File: src/rtl/alu_ctrl_pkg.sv
// Shared encodings for the ALU-control stage: MIPS opcode/funct fields, ALU function codes,
// mul/div op codes and the sequencing FSM state type.
package alu_ctrl_pkg;

  localparam logic [5:0] OP_RTYPE = 6'h00;
  localparam logic [5:0] OP_J     = 6'h02;
  localparam logic [5:0] OP_BEQ   = 6'h04;
  localparam logic [5:0] OP_BNE   = 6'h05;
  localparam logic [5:0] OP_ADDI  = 6'h08;
  localparam logic [5:0] OP_SLTI  = 6'h0A;
  localparam logic [5:0] OP_SLTIU = 6'h0B;
  localparam logic [5:0] OP_ANDI  = 6'h0C;
  localparam logic [5:0] OP_ORI   = 6'h0D;
  localparam logic [5:0] OP_XORI  = 6'h0E;
  localparam logic [5:0] OP_LW    = 6'h23;
  localparam logic [5:0] OP_SW    = 6'h2B;

  localparam logic [5:0] FN_SLL   = 6'h00;
  localparam logic [5:0] FN_SRL   = 6'h02;
  localparam logic [5:0] FN_SRA   = 6'h03;
  localparam logic [5:0] FN_MULT  = 6'h18;
  localparam logic [5:0] FN_MULTU = 6'h19;
  localparam logic [5:0] FN_DIV   = 6'h1A;
  localparam logic [5:0] FN_DIVU  = 6'h1B;
  localparam logic [5:0] FN_ADD   = 6'h20;
  localparam logic [5:0] FN_SUB   = 6'h22;
  localparam logic [5:0] FN_AND   = 6'h24;
  localparam logic [5:0] FN_OR    = 6'h25;
  localparam logic [5:0] FN_XOR   = 6'h26;
  localparam logic [5:0] FN_NOR   = 6'h27;
  localparam logic [5:0] FN_SLT   = 6'h2A;
  localparam logic [5:0] FN_SLTU  = 6'h2B;

  localparam logic [3:0] ALU_NOP  = 4'b0000;
  localparam logic [3:0] ALU_SLL  = 4'b0000;
  localparam logic [3:0] ALU_SRL  = 4'b0001;
  localparam logic [3:0] ALU_SRA  = 4'b0010;
  localparam logic [3:0] ALU_SLT  = 4'b0100;
  localparam logic [3:0] ALU_SLTU = 4'b0101;
  localparam logic [3:0] ALU_ADD  = 4'b1000;
  localparam logic [3:0] ALU_SUB  = 4'b1001;
  localparam logic [3:0] ALU_AND  = 4'b1100;
  localparam logic [3:0] ALU_OR   = 4'b1101;
  localparam logic [3:0] ALU_NOR  = 4'b1110;
  localparam logic [3:0] ALU_XOR  = 4'b1111;

  localparam logic [1:0] MD_NONE  = 2'b00;
  localparam logic [1:0] MD_MULT  = 2'b01;
  localparam logic [1:0] MD_MULTU = 2'b10;
  localparam logic [1:0] MD_DIV   = 2'b11;

  typedef enum logic [1:0] {
    IDLE = 2'd0,
    BUSY = 2'd1,
    DONE = 2'd2
  } state_e;

  function automatic int max_int(input int a, input int b);
    return (a > b) ? a : b;
  endfunction

endpackage

File: src/rtl/alu_func_lut.sv
// Combinational {opcode,funct} -> {ALU code, mul/div op, unsigned qualifier, illegal flag}.
// Unlisted encodings leave the code at 0000 and no mul/div op, so they can pass as plain ops.
module alu_func_lut
  import alu_ctrl_pkg::*;
#(
  parameter int OPCODE_W = 6,
  parameter int FUNCT_W  = 6,
  parameter int FUNC_W   = 4
) (
  input  logic [OPCODE_W-1:0] i_opcode,
  input  logic [FUNCT_W-1:0]  i_funct,
  output logic [FUNC_W-1:0]   o_func,
  output logic [1:0]          o_md_op,
  output logic                o_md_uns,
  output logic                o_illegal
);

  logic [3:0] code;

  always_comb begin
    code      = ALU_NOP;
    o_md_op   = MD_NONE;
    o_md_uns  = 1'b0;
    o_illegal = 1'b0;
    if (i_opcode == OPCODE_W'(OP_RTYPE)) begin
      case (i_funct)
        FUNCT_W'(FN_ADD):   code = ALU_ADD;
        FUNCT_W'(FN_SUB):   code = ALU_SUB;
        FUNCT_W'(FN_AND):   code = ALU_AND;
        FUNCT_W'(FN_OR):    code = ALU_OR;
        FUNCT_W'(FN_NOR):   code = ALU_NOR;
        FUNCT_W'(FN_XOR):   code = ALU_XOR;
        FUNCT_W'(FN_SLL):   code = ALU_SLL;
        FUNCT_W'(FN_SRL):   code = ALU_SRL;
        FUNCT_W'(FN_SRA):   code = ALU_SRA;
        FUNCT_W'(FN_SLT):   code = ALU_SLT;
        FUNCT_W'(FN_SLTU):  code = ALU_SLTU;
        FUNCT_W'(FN_MULT):  o_md_op = MD_MULT;
        FUNCT_W'(FN_MULTU): o_md_op = MD_MULTU;
        FUNCT_W'(FN_DIV):   o_md_op = MD_DIV;
        FUNCT_W'(FN_DIVU): begin
          o_md_op  = MD_DIV;
          o_md_uns = 1'b1;
        end
        default:            o_illegal = 1'b1;
      endcase
    end else begin
      // I/J types ignore funct entirely
      case (i_opcode)
        OPCODE_W'(OP_ADDI),
        OPCODE_W'(OP_LW),
        OPCODE_W'(OP_SW):    code = ALU_ADD;
        OPCODE_W'(OP_BEQ),
        OPCODE_W'(OP_BNE):   code = ALU_SUB;
        OPCODE_W'(OP_ANDI):  code = ALU_AND;
        OPCODE_W'(OP_ORI):   code = ALU_OR;
        OPCODE_W'(OP_XORI):  code = ALU_XOR;
        OPCODE_W'(OP_SLTI):  code = ALU_SLT;
        OPCODE_W'(OP_SLTIU): code = ALU_SLTU;
        OPCODE_W'(OP_J):     code = ALU_NOP;
        default:             o_illegal = 1'b1;
      endcase
    end
  end

  assign o_func = FUNC_W'(code);

endmodule

File: src/rtl/alu_decode_stage.sv
// Registered ALU-control stage: 1-cycle decode for plain ops, MUL/DIV_CYCLES iterations for mul/div.
// Stalls upstream (o_ready=0) while iterating or while a result is held; `ALU_ILLEGAL_TRAP_EN adds o_illegal.
module alu_decode_stage
  import alu_ctrl_pkg::*;
#(
  parameter int OPCODE_W   = 6,
  parameter int FUNCT_W    = 6,
  parameter int FUNC_W     = 4,
  parameter int MUL_CYCLES = 4,
  parameter int DIV_CYCLES = 32
) (
  input  logic                i_clk,
  input  logic                i_rst,
  input  logic                i_flush,
  input  logic                i_valid,
  output logic                o_ready,
  input  logic [OPCODE_W-1:0] i_opcode,
  input  logic [FUNCT_W-1:0]  i_funct,
  output logic                o_valid,
  input  logic                i_ready,
  output logic [FUNC_W-1:0]   o_alu_func,
  output logic [1:0]          o_md_op,
  output logic                o_md_uns,
  output logic                o_md_start,
  output logic                o_busy
`ifdef ALU_ILLEGAL_TRAP_EN
  ,
  output logic                o_illegal
`endif
);

  localparam int CNT_W = $clog2(max_int(MUL_CYCLES, DIV_CYCLES) + 1);

  logic [FUNC_W-1:0] lut_func;
  logic [1:0]        lut_md_op;
  logic              lut_md_uns;
  logic              lut_illegal;

  alu_func_lut #(
    .OPCODE_W (OPCODE_W),
    .FUNCT_W  (FUNCT_W),
    .FUNC_W   (FUNC_W)
  ) u_lut (
    .i_opcode  (i_opcode),
    .i_funct   (i_funct),
    .o_func    (lut_func),
    .o_md_op   (lut_md_op),
    .o_md_uns  (lut_md_uns),
    .o_illegal (lut_illegal)
  );

  state_e            state_q,    state_d;
  logic              valid_q,    valid_d;
  logic [FUNC_W-1:0] func_q,     func_d;
  logic [1:0]        md_op_q,    md_op_d;
  logic              md_uns_q,   md_uns_d;
  logic              md_start_q, md_start_d;
  logic              busy_q,     busy_d;
  logic              illegal_q,  illegal_d;
  logic [CNT_W-1:0]  cnt_q,      cnt_d;
  logic              accept;

  // Reset and flush both block acceptance so upstream never sees a lost handshake.
  assign o_ready = !i_rst && !i_flush && (state_q != BUSY) && (!valid_q || i_ready);
  assign accept  = i_valid && o_ready;

  always_comb begin
    state_d    = state_q;
    valid_d    = valid_q;
    func_d     = func_q;
    md_op_d    = md_op_q;
    md_uns_d   = md_uns_q;
    md_start_d = 1'b0;
    busy_d     = busy_q;
    illegal_d  = illegal_q;
    cnt_d      = cnt_q;
    if (i_flush) begin
      state_d   = IDLE;
      valid_d   = 1'b0;
      func_d    = '0;
      md_op_d   = MD_NONE;
      md_uns_d  = 1'b0;
      busy_d    = 1'b0;
      illegal_d = 1'b0;
      cnt_d     = '0;
    end else if (state_q == BUSY) begin
      if (cnt_q == '0) begin
        state_d = DONE;
        valid_d = 1'b1;
        busy_d  = 1'b0;
      end else begin
        cnt_d = cnt_q - CNT_W'(1);
      end
    end else if (accept) begin
      md_op_d   = lut_md_op;
      md_uns_d  = lut_md_uns;
      illegal_d = lut_illegal;
      if (lut_md_op != MD_NONE) begin
        state_d    = BUSY;
        valid_d    = 1'b0;
        func_d     = '0;
        md_start_d = 1'b1;
        busy_d     = 1'b1;
        cnt_d      = (lut_md_op == MD_DIV) ? CNT_W'(DIV_CYCLES - 1) : CNT_W'(MUL_CYCLES - 1);
      end else begin
        state_d = IDLE;
        valid_d = 1'b1;
        func_d  = lut_func;
      end
    end else if (valid_q && i_ready) begin
      // Result drained with nothing behind it: clear so stale fields never linger.
      state_d   = IDLE;
      valid_d   = 1'b0;
      func_d    = '0;
      md_op_d   = MD_NONE;
      md_uns_d  = 1'b0;
      illegal_d = 1'b0;
    end
  end

  always_ff @(posedge i_clk) begin
    if (i_rst) begin
      state_q    <= IDLE;
      valid_q    <= 1'b0;
      func_q     <= '0;
      md_op_q    <= MD_NONE;
      md_uns_q   <= 1'b0;
      md_start_q <= 1'b0;
      busy_q     <= 1'b0;
      illegal_q  <= 1'b0;
      cnt_q      <= '0;
    end else begin
      state_q    <= state_d;
      valid_q    <= valid_d;
      func_q     <= func_d;
      md_op_q    <= md_op_d;
      md_uns_q   <= md_uns_d;
      md_start_q <= md_start_d;
      busy_q     <= busy_d;
      illegal_q  <= illegal_d;
      cnt_q      <= cnt_d;
    end
  end

  assign o_valid    = valid_q;
  assign o_alu_func = func_q;
  assign o_md_op    = md_op_q;
  assign o_md_uns   = md_uns_q;
  assign o_md_start = md_start_q;
  assign o_busy     = busy_q;

`ifdef ALU_ILLEGAL_TRAP_EN
  assign o_illegal = illegal_q;
`else
  logic unused_illegal;
  assign unused_illegal = illegal_q;
`endif

endmodule

File: config.mk
export PLATFORM = sky130hd
export DESIGN_NAME = alu_decode_stage
export DESIGN_NICKNAME = d
export VERILOG_FILES = /design/src/rtl/alu_ctrl_pkg.sv /design/src/rtl/alu_func_lut.sv /design/src/rtl/alu_decode_stage.sv
export SDC_FILE = /design/constraint.sdc
export NUM_CORES = 1
export LEC_CHECK = 0
export ABC_AREA = 1
export CORE_MARGIN = 2
export CORE_UTILIZATION = 35
export CTS_CLUSTER_SIZE = 30
export DETAILED_ROUTE_END_ITERATION = 12
export PLACE_DENSITY = 0.62
export SLEW_MARGIN = 20
export SYNTH_ARGS = -nofsm -noshare
export SYNTH_HDL_FRONTEND = slang
export SYNTH_SLANG_ARGS = --single-unit
export TNS_END_PERCENT = 1
File: constraint.sdc
create_clock -name i_clk -period 3.1 [get_ports i_clk]
set_clock_uncertainty 0.15 [all_clocks]
set_input_delay 0.31 -clock i_clk [delete_from_list [all_inputs] [get_ports i_clk]]
set_output_delay 0.31 -clock i_clk [all_outputs]
set_load 0.05 [all_outputs]
=== Yosys cells after proc, flatten, opt, wreduce, memory -nomap -nowiden ===
Cells that the tools add are included.

* Register bits after elaboration: 18
* Input port bits: 17
* Output and inout port bits: 11
* Logic and storage cells: 97

* Add/sub/neg operators: 1
* Eq/ne operators: 29
* Mux-type cells: 32
* Bitwise operators: 2
* Reductions and logical operators: 25

{| class="wikitable"
|+ Operators with widths
! kind !! count
|-
| 6-bit equality test (second input constant) || 10
|-
| 4-bit case mux with 10 select lines || 1
|-
| 6-bit by 4-bit equality test with 1-bit output (second input constant) || 6
|-
| 4-bit case mux with 7 select lines || 1
|-
| 6-bit by 5-bit equality test with 1-bit output (second input constant) || 4
|-
| 6-bit two-way mux || 4
|-
| 4-bit two-way mux || 4
|-
| 1-bit two-way mux || 14
|-
| 6-bit by 2-bit equality test with 1-bit output (second input constant) || 2
|-
| 6-bit by 3-bit equality test with 1-bit output (second input constant) || 2
|-
| 6-bit logical NOT || 2
|-
| 2-bit two-way mux || 6
|-
| 2-bit nonzero test || 4
|-
| 2-bit case mux with 3 select lines || 1
|-
| 3-bit AND reduction || 2
|-
| 2-bit OR reduction || 3
|-
| 6-bit by 1-bit subtractor with 6-bit output (second input constant) || 1
|-
| 1-bit logical AND || 5
|-
| 5-bit two-way mux || 1
|-
| 2-bit by 1-bit inequality test with 1-bit output (second input constant) || 2
|-
| 2-bit AND reduction || 2
|-
| 4-bit OR reduction || 1
|-
| 1-bit logical NOT || 3
|-
| 3-bit nonzero test || 1
|-
| 6 further kinds || 7
|}

=== Logic depth before layout (Yosys ltp) ===
Gate-level depths: netlist of run 1.

* Word-level depth: 9
* Depth in mapped cells: 10
* Mapped depth without buffers: 10

=== Hierarchy ===
A second synthesis of run 1 with hierarchy kept.

* Cell total of the unflattened synthesis: 231
* Area, all modules: 1,381.3 sq um

{| class="wikitable"
|+ Modules (own cells, without submodules)
! module !! times used !! cells each !! area an instance (sq um) !! seq. area each (sq um)
|-
| alu_decode_stage || 1 || 135 || 970.9 || 360.3
|-
| alu_func_lut || 1 || 96 || 410.4 || 0.0
|}

=== Least setup slack after synthesis of run 1 ===
OpenSTA, ideal clock, no wires.

* Path type: reg-to-reg
* Start point: register valid_q (netlist: o_valid)
* End point: register cnt_q[3]
* Setup time: 0.116 ns
* Data arrival time: 1.360 ns
* Required time: 2.834 ns
* Slack: 1.474 ns
* Stages on the path, launching flop included: 8
* Buffers on the path: 0
* Clock period less this slack: 1.626 ns
* Cell sequence: dfxtp_1 nand2_1 nand3_4 nor2_8 nand2_4 nand3_4 o21ai_0 nor2_1

* Cells in the longest elaborated chain, start to end: 6

{| class="wikitable"
|+ Ends and longest elaborated chain
! item !! RTL line !! text
|-
| start, declared || alu_decode_stage.sv:53 || <nowiki>logic valid_q, valid_d;</nowiki>
|-
| start signal, assigned || alu_decode_stage.sv:134 || <nowiki>valid_q <= valid_d;</nowiki>
|-
| 1-bit logical NOT || alu_decode_stage.sv:64 || <nowiki>assign o_ready = !i_rst && !i_flush && (state_q != BUSY) && (!valid_q || i_ready);</nowiki>
|-
| 1-bit logical OR || alu_decode_stage.sv:64 ||
|-
| 1-bit logical AND || alu_decode_stage.sv:64 ||
|-
| 1-bit logical AND || alu_decode_stage.sv:65 || <nowiki>assign accept = i_valid && o_ready;</nowiki>
|-
| 2-bit nonzero test (no source line) || n/a ||
|-
| 3-bit AND reduction (no source line) || n/a ||
|-
| end signal, assigned || alu_decode_stage.sv:141 || <nowiki>cnt_q <= cnt_d;</nowiki>
|-
| end, declared || alu_decode_stage.sv:60 || <nowiki>logic [CNT_W-1:0] cnt_q, cnt_d;</nowiki>
|}

No other way between the ends.
A chain may end at the register's enable or synchronous reset.

=== Worst setup path in the final report of run 1 ===
* Start point: input i_rst
* End point: output o_ready

* Cells in the longest elaborated chain, start to end: 4

{| class="wikitable"
|+ Ends and longest elaborated chain
! item !! RTL line !! text
|-
| start, declared || alu_decode_stage.sv:13 || <nowiki>input logic i_rst,</nowiki>
|-
| 1-bit logical NOT || alu_decode_stage.sv:64 ||
|-
| 1-bit logical AND (3 in a row) || alu_decode_stage.sv:64 ||
|-
| end, declared || alu_decode_stage.sv:16 || <nowiki>output logic o_ready,</nowiki>
|}

No other way between the ends.

==> impl_metrics.env, run 1 <==
export IMPL_status="complete, no violations"
export IMPL_drc=0
export IMPL_clockBufferDepth=2
export IMPL_synth_most_common_cell="nand2_1"
export IMPL_grt_pass1_wl_um=5237
export IMPL_hold_path_class="reg -> reg"
export IMPL_leakage_nw=0.7657
export IMPL_drv_slew=0
export IMPL_worst_pin_slew_ps=498.3
export IMPL_synth_top_area_cell="dfxtp_1"
export IMPL_power_density_nw_per_um2=300.1
export IMPL_grt_overflow=0
export IMPL_cpMostUsedCell="clkdlybuf4s50_1"
export IMPL_holdWs_ps=317.4
export IMPL_min_from="o_alu_func[1]"
export IMPL_post_route_cells_drive_above_1_share_pct=11.91
export IMPL_port_buffers=27
export IMPL_maxUsedRoutingLayer="met4"
export IMPL_routabilityCongestion=0.9235
export IMPL_synth_fp_nets=223
export IMPL_cpLargestDelayFamily="buffers and inverters"
export IMPL_track_usage_pct=15.59
export IMPL_netlist_top_cells_area="dfxtp_1 28%, nand2_1 13%, inv_1 8.9%, nand3_1 8.8%, nor2_1 8.0%"
export IMPL_reg2reg_from="cnt_q[0]"
export IMPL_design_area_um2=1693
export IMPL_met2_length_um=1299
export IMPL_synth_seq_cells=18
export IMPL_fin_nets=255
export IMPL_setup_viol=0
export IMPL_cts_max_level=1
export IMPL_met3_length_um=124
export IMPL_die_height_um=65.12
export IMPL_start_util_pct=35.98
export IMPL_clkLatencyLatePin_ps=250
export IMPL_cp_startpoint="i_rst"
export IMPL_cts_hold_buf=0
export IMPL_instances_no_fill=283
export IMPL_relSlewSlack_pct=66.68
export IMPL_period_needed_ps=2471
export IMPL_path_max_fanout=9
export IMPL_syn_to_final_growth_pct=29.47
export IMPL_first_iter_violations=63
export IMPL_max_freq_ghz=0.4046
export IMPL_criticalPathCategory="in -> out"
export IMPL_drt_wl_total_um=2994
export IMPL_core_area_um2=3633
export IMPL_wl_per_cell_um=10.58
export IMPL_rsz0062_at_grt="false"
export IMPL_post_cts_setup_buffer_count=0
export IMPL_grt_pass1_vias=1177
export IMPL_peakVddDrop_uv=199.6
export IMPL_endpoint_kind="output port"
export IMPL_syn_area_per_cell_um2=6.409
export IMPL_cp_arrival_ps=2010
export IMPL_m1WireLength_um=1543
export IMPL_crit_buf_inv=3
export IMPL_hold_viol=0
export IMPL_drt_vias_per_instance=4.724
export IMPL_rr_worst_depth=9
export IMPL_slowest_stage="clkdlybuf4s50_1"
export IMPL_ys_flop_type="dfxtp_1"
export IMPL_cp_cell_sequence="clkdlybuf4s50_1 > nor2_4 > nand3_4 > inv_1 > clkdlybuf4s50_1"
export IMPL_fin_util_pct=46.59
export IMPL_grt_max_degree=11
export IMPL_antenna_found_initial=0
export IMPL_path_clk_slew_ps=70
export IMPL_syn_area_um2=1308
export IMPL_cp_depth=5
export IMPL_synthArstFlopShare_pct=0
export IMPL_fin_tns_setup_ps=0
export IMPL_die_w_um=65.12
export IMPL_crit_required_ps=2640
export IMPL_yosysWarnings=0
export IMPL_netlist_cell_type_count=25
export IMPL_period_share_pct=79.72
export IMPL_die_area_um2=4241
export IMPL_rrSetupSlack_ps=1280
export IMPL_synth_edf_count=0
export IMPL_first_pass_iters=4
export IMPL_pin_count=28
export IMPL_dr_total_vias=1337
export IMPL_syn_inst=204
export IMPL_placed_cell_area_um2=1638
export IMPL_n_antenna_cell=0
export IMPL_hpwl_um=2384
export IMPL_yosysSeqAreaShare_pct=27.56
export IMPL_clock_sinks=18
export IMPL_netlist_top_cells_count="46 x nand2_1, 31 x inv_1, 28 x nor2_1"
export IMPL_place_inst=279
export IMPL_cts_resized=0
export IMPL_slowest_delay_ps=790
export IMPL_worstReg2RegEnd="cnt_q[3]"
export IMPL_drv_cap=0
export IMPL_cts_root_buf="clkbuf_8"
export IMPL_synth_top_cell_area_share_pct=27.56
export IMPL_start_kind="input port"
export IMPL_rows=22
export IMPL_cts_tree="done"
export IMPL_cts_buffers=3
export IMPL_ant_nets=0
export IMPL_cp_endpoint="o_ready"
==> placed cells by master, fill, tap and decap left out <==
cell type / n
clkdlybuf4s50_1: 27
o21ai_2: 1
o21ai_0: 8
inv_2: 2
a21oi_2: 3
a31o_2: 1
or2_2: 1
o211ai_1: 1
nand3_1: 23
nand2_2: 1
nor3_1: 2
nand2_4: 3
a21oi_1: 14
ha_1: 2
a31oi_1: 1
nor2_1: 28
clkbuf_8: 4
nand3_4: 3
dfxtp_1: 18
nand4_1: 4
nor2_2: 3
nor2_8: 1
clkinv_1: 1
nand2_1: 46
nor2_4: 5
inv_1: 31
o21ai_1: 1
==> area by class of cell <==
cell class	count	area (um2)
Tap cell	48	60.06
Timing Repair Buffer	27	270.3
Inverter	34	127.6
Fill cell	387	1941
Clock buffer	4	55.05
Sequential cell	18	360.3
Multi-Input combinational cell	152	819.5
==> worst min path at each step <==
| stage | to | slack, ps | cells after the start |
|---|---|---|---|
| final | o_alu_func[1] | 320 | 2 |
| after global placement | state_q[1] | 300 | 2 |
| after detailed placement | o_alu_func[2] | 310 | 2 |
| after global routing | o_alu_func[3] | 340 | 2 |
| after floorplan | state_q[1] | 290 | 2 |
| after CTS | state_q[1] | 320 | 2 |
==> power breakdown <==
group,internal [W],switching (W),total [W]
logic,0.0000338,0.0000478,0.0000816
registers,0.000232,0.000000431,0.000232
clock network,0.000113,0.0000814,0.000194
==> layer usage <==
layer,track usage [%],up-vias
met1,21.63,581
met5,0,-
met3,3.596,5
li1,-,716
met2,24.87,35
met4,3.125,0
==> tightest hold or removal path, delay by kind of cell, from the launching register on <==
| kind | cells | cell delay, ps |
|---|---|---|
| and+or+nand+nor | 1 | 60 |
| DFF | 1 | 310 |
| AOI/OAI and AO/OA | 1 | 50 |
==> stage by stage <==
stage	worst slack, ps	power [W]
final	628.6	0.0005080
after global routing	563.7	0.0005353
after CTS	612.1	0.0005122
after detailed placement	609.5	0.0003194
after global placement	624.9	0.0003193
after floorplan	1474	0.0002821
==> sequential cells by signal (all words and copies together) (netlist names) <==
signal / count
o_alu_func: 4
o_busy: 1
o_md_op: 2
state_q: 2
cnt_q: 6
o_valid: 1
o_md_uns: 1
o_md_start: 1
==> cells by family after synthesis <==
| logic type | synth area share [%] |
|---|---|
| and+or+nand+nor | 47.56 |
| buffers and inverters | 9.761 |
| AOI/OAI and AO/OA | 13.21 |
| DFF | 27.56 |
| adders and majority gates | 1.914 |
Power figures use the tool's default switching activity.
==> inputs of run 2 (changes only) <==
Settings changed: PLACE_DENSITY 0.62 to 0.64.
Clock period 3.1 ns to 2.2 ns, I/O delays scaled along.
==> impl_metrics.env, run 2 (synthesized netlist as in run 1, its figures left out) <==
export IMPL_n_antenna_cell=0
export IMPL_cp_endpoint="cnt_q[3]"
export IMPL_criticalPathCategory="reg -> reg"
export IMPL_fin_util_pct=47.07
export IMPL_die_height_um=65.12
export IMPL_die_area_um2=4241
export IMPL_drt_vias_per_instance=4.722
export IMPL_cts_max_level=1
export IMPL_cp_cell_sequence="inv_1 > ha_1 > inv_1 > nor3_1 > nand2_1 > nand2_2 > nand3_4 > o21ai_0 > nor2_1"
export IMPL_hold_viol=0
export IMPL_period_share_pct=82.58
export IMPL_cpLargestDelayFamily="simple AND/OR/NAND/NOR gates"
export IMPL_path_max_fanout=6
export IMPL_min_from="state_q[1]"
export IMPL_cts_tree="done"
export IMPL_ant_nets=0
export IMPL_final_cell_mix="46 x nand2_1, 31 x inv_1, 28 x nor2_1"
export IMPL_met3_length_um=150
export IMPL_cp_arrival_ps=1820
export IMPL_met2_length_um=1183
export IMPL_status="complete, no violations"
export IMPL_dr_total_vias=1341
export IMPL_power_w=0.0007167
export IMPL_hpwl_um=2259
export IMPL_slowest_stage="dfxtp_1"
export IMPL_period_needed_ps=1817
export IMPL_drv_slew=0
export IMPL_worst_pin_slew_ps=502.6
export IMPL_antenna_found_initial=0
export IMPL_crit_buf_inv=2
export IMPL_maxUsedRoutingLayer="met4"
export IMPL_hold_path_class="reg -> reg"
export IMPL_layout_commonest_cell="nand2_1"
export IMPL_fin_nets=256
export IMPL_setup_viol=0
export IMPL_rrSetupSlack_ps=380
export IMPL_clockBufferDepth=2
export IMPL_endpoint_kind="flop"
export IMPL_rows=22
export IMPL_drt_wl_total_um=2843
export IMPL_grt_pass1_wl_um=4705
export IMPL_first_iter_violations=98
export IMPL_pin_count=28
export IMPL_cp_depth=9
export IMPL_peakVddDrop_uv=253.3
export IMPL_crit_required_ps=2200
export IMPL_cts_hold_buf=0
export IMPL_fin_tns_setup_ps=0
export IMPL_drv_cap=0
export IMPL_first_pass_iters=4
export IMPL_regArea_um2=360.3
export IMPL_post_route_cells_drive_above_1_share_pct=12.71
export IMPL_start_util_pct=35.98
export IMPL_worstReg2RegEnd="cnt_q[3]"
export IMPL_port_buffers=27
export IMPL_multiInputGateArea_um2=819.5
export IMPL_post_cts_setup_buffer_count=0
export IMPL_clock_sinks=18
export IMPL_routabilityCongestion=0.8262
export IMPL_power_density_nw_per_um2=419.0
export IMPL_track_usage_pct=13.85
export IMPL_cts_resized=0
export IMPL_m1WireLength_um=1468
export IMPL_relSlewSlack_pct=66.39
export IMPL_slowest_delay_ps=300
export IMPL_max_freq_ghz=0.5504
export IMPL_grt_max_degree=11
export IMPL_drc=0
export IMPL_clkLatencyLatePin_ps=250
export IMPL_cp_startpoint="cnt_q[0]"
export IMPL_cpMostUsedCell="inv_1"
export IMPL_largest_register="cnt_q"
export IMPL_syn_to_final_growth_pct=30.81
export IMPL_cts_root_buf="clkbuf_8"
export IMPL_grt_overflow=0
export IMPL_cts_buffers=3
export IMPL_largest_reg_flops=6
export IMPL_core_area_um2=3633
export IMPL_wl_per_cell_um=10.01
export IMPL_rr_worst_depth=9
export IMPL_reg2reg_from="cnt_q[0]"
export IMPL_grt_pass1_vias=1149
export IMPL_leakage_nw=0.7759
export IMPL_rsz0062_at_grt="false"
export IMPL_fillCellCount=373
export IMPL_die_w_um=65.12
export IMPL_start_kind="flop"
export IMPL_path_clk_slew_ps=70
[run 2: cell types whose count changed in the layout (fill, tap and decap cells not counted), sizes merged]
cell           before  now
clkdlybuf4s50      27   26
buf                 0    2
[run 2: routing by layer]
layer,track usage [%],vias to the layer above
met5,0,-
met3,2.397,5
met4,4.688,0
li1,-,721
met1,19.43,587
met2,21.52,28
[run 2: final cells by class]
cell class                      instances  share of cell area (%)
Clock buffer                            4                   3.219
Sequential cell                        18                   21.07
Tap cell                               48                   3.511
Timing Repair Buffer                   28                   16.83
Inverter                               34                   7.462
Multi-Input combinational cell        152                   47.92
[run 2: power by group]
part           switching [W]  leakage [nW]  internal, W  total (W)
logic              0.0000681         0.602    0.0000510   0.000119
clock network       0.000111        0.0288     0.000159   0.000270
registers        0.000000616         0.145     0.000327   0.000327
[run 2: per-stage QoR]
| stage | setup WS [ps] | hold WS (ps) | instance area, um2 | cells |
|---|---|---|---|---|
| finish | 383.2 | 316.1 | 1710 | 284 |
| global route | 199.3 | 339.1 | 1710 | 284 |
| CTS | 361.9 | 314.1 | 1710 | 284 |
| detailed placement | 278.5 | 303.9 | 1655 | 280 |
| global placement | 300.3 | 305.2 | 1655 | 280 |
| floorplan | 574.0 | 236.8 | 1308 | 204 |
[run 2: worst min-delay path by stage]
| stage | slack, ps | cells past startpoint | endpoint |
|---|---|---|---|
| after floorplan | 240 | 3 | cnt_q[2] |
| after global placement | 310 | 2 | state_q[1] |
| after detailed placement | 300 | 2 | state_q[1] |
| after CTS | 310 | 2 | state_q[1] |
| after global routing | 340 | 2 | state_q[1] |
| final | 320 | 2 | state_q[1] |
[run 2: worst reg2reg max path, stage by stage (launching register included)]
cell     delay [ps]
dfxtp_1         300
inv_1           150
ha_1            180
inv_1            40
nor3_1          200
nand2_1         220
nand2_2         170
nand3_4         110
o21ai_0         150
nor2_1           50
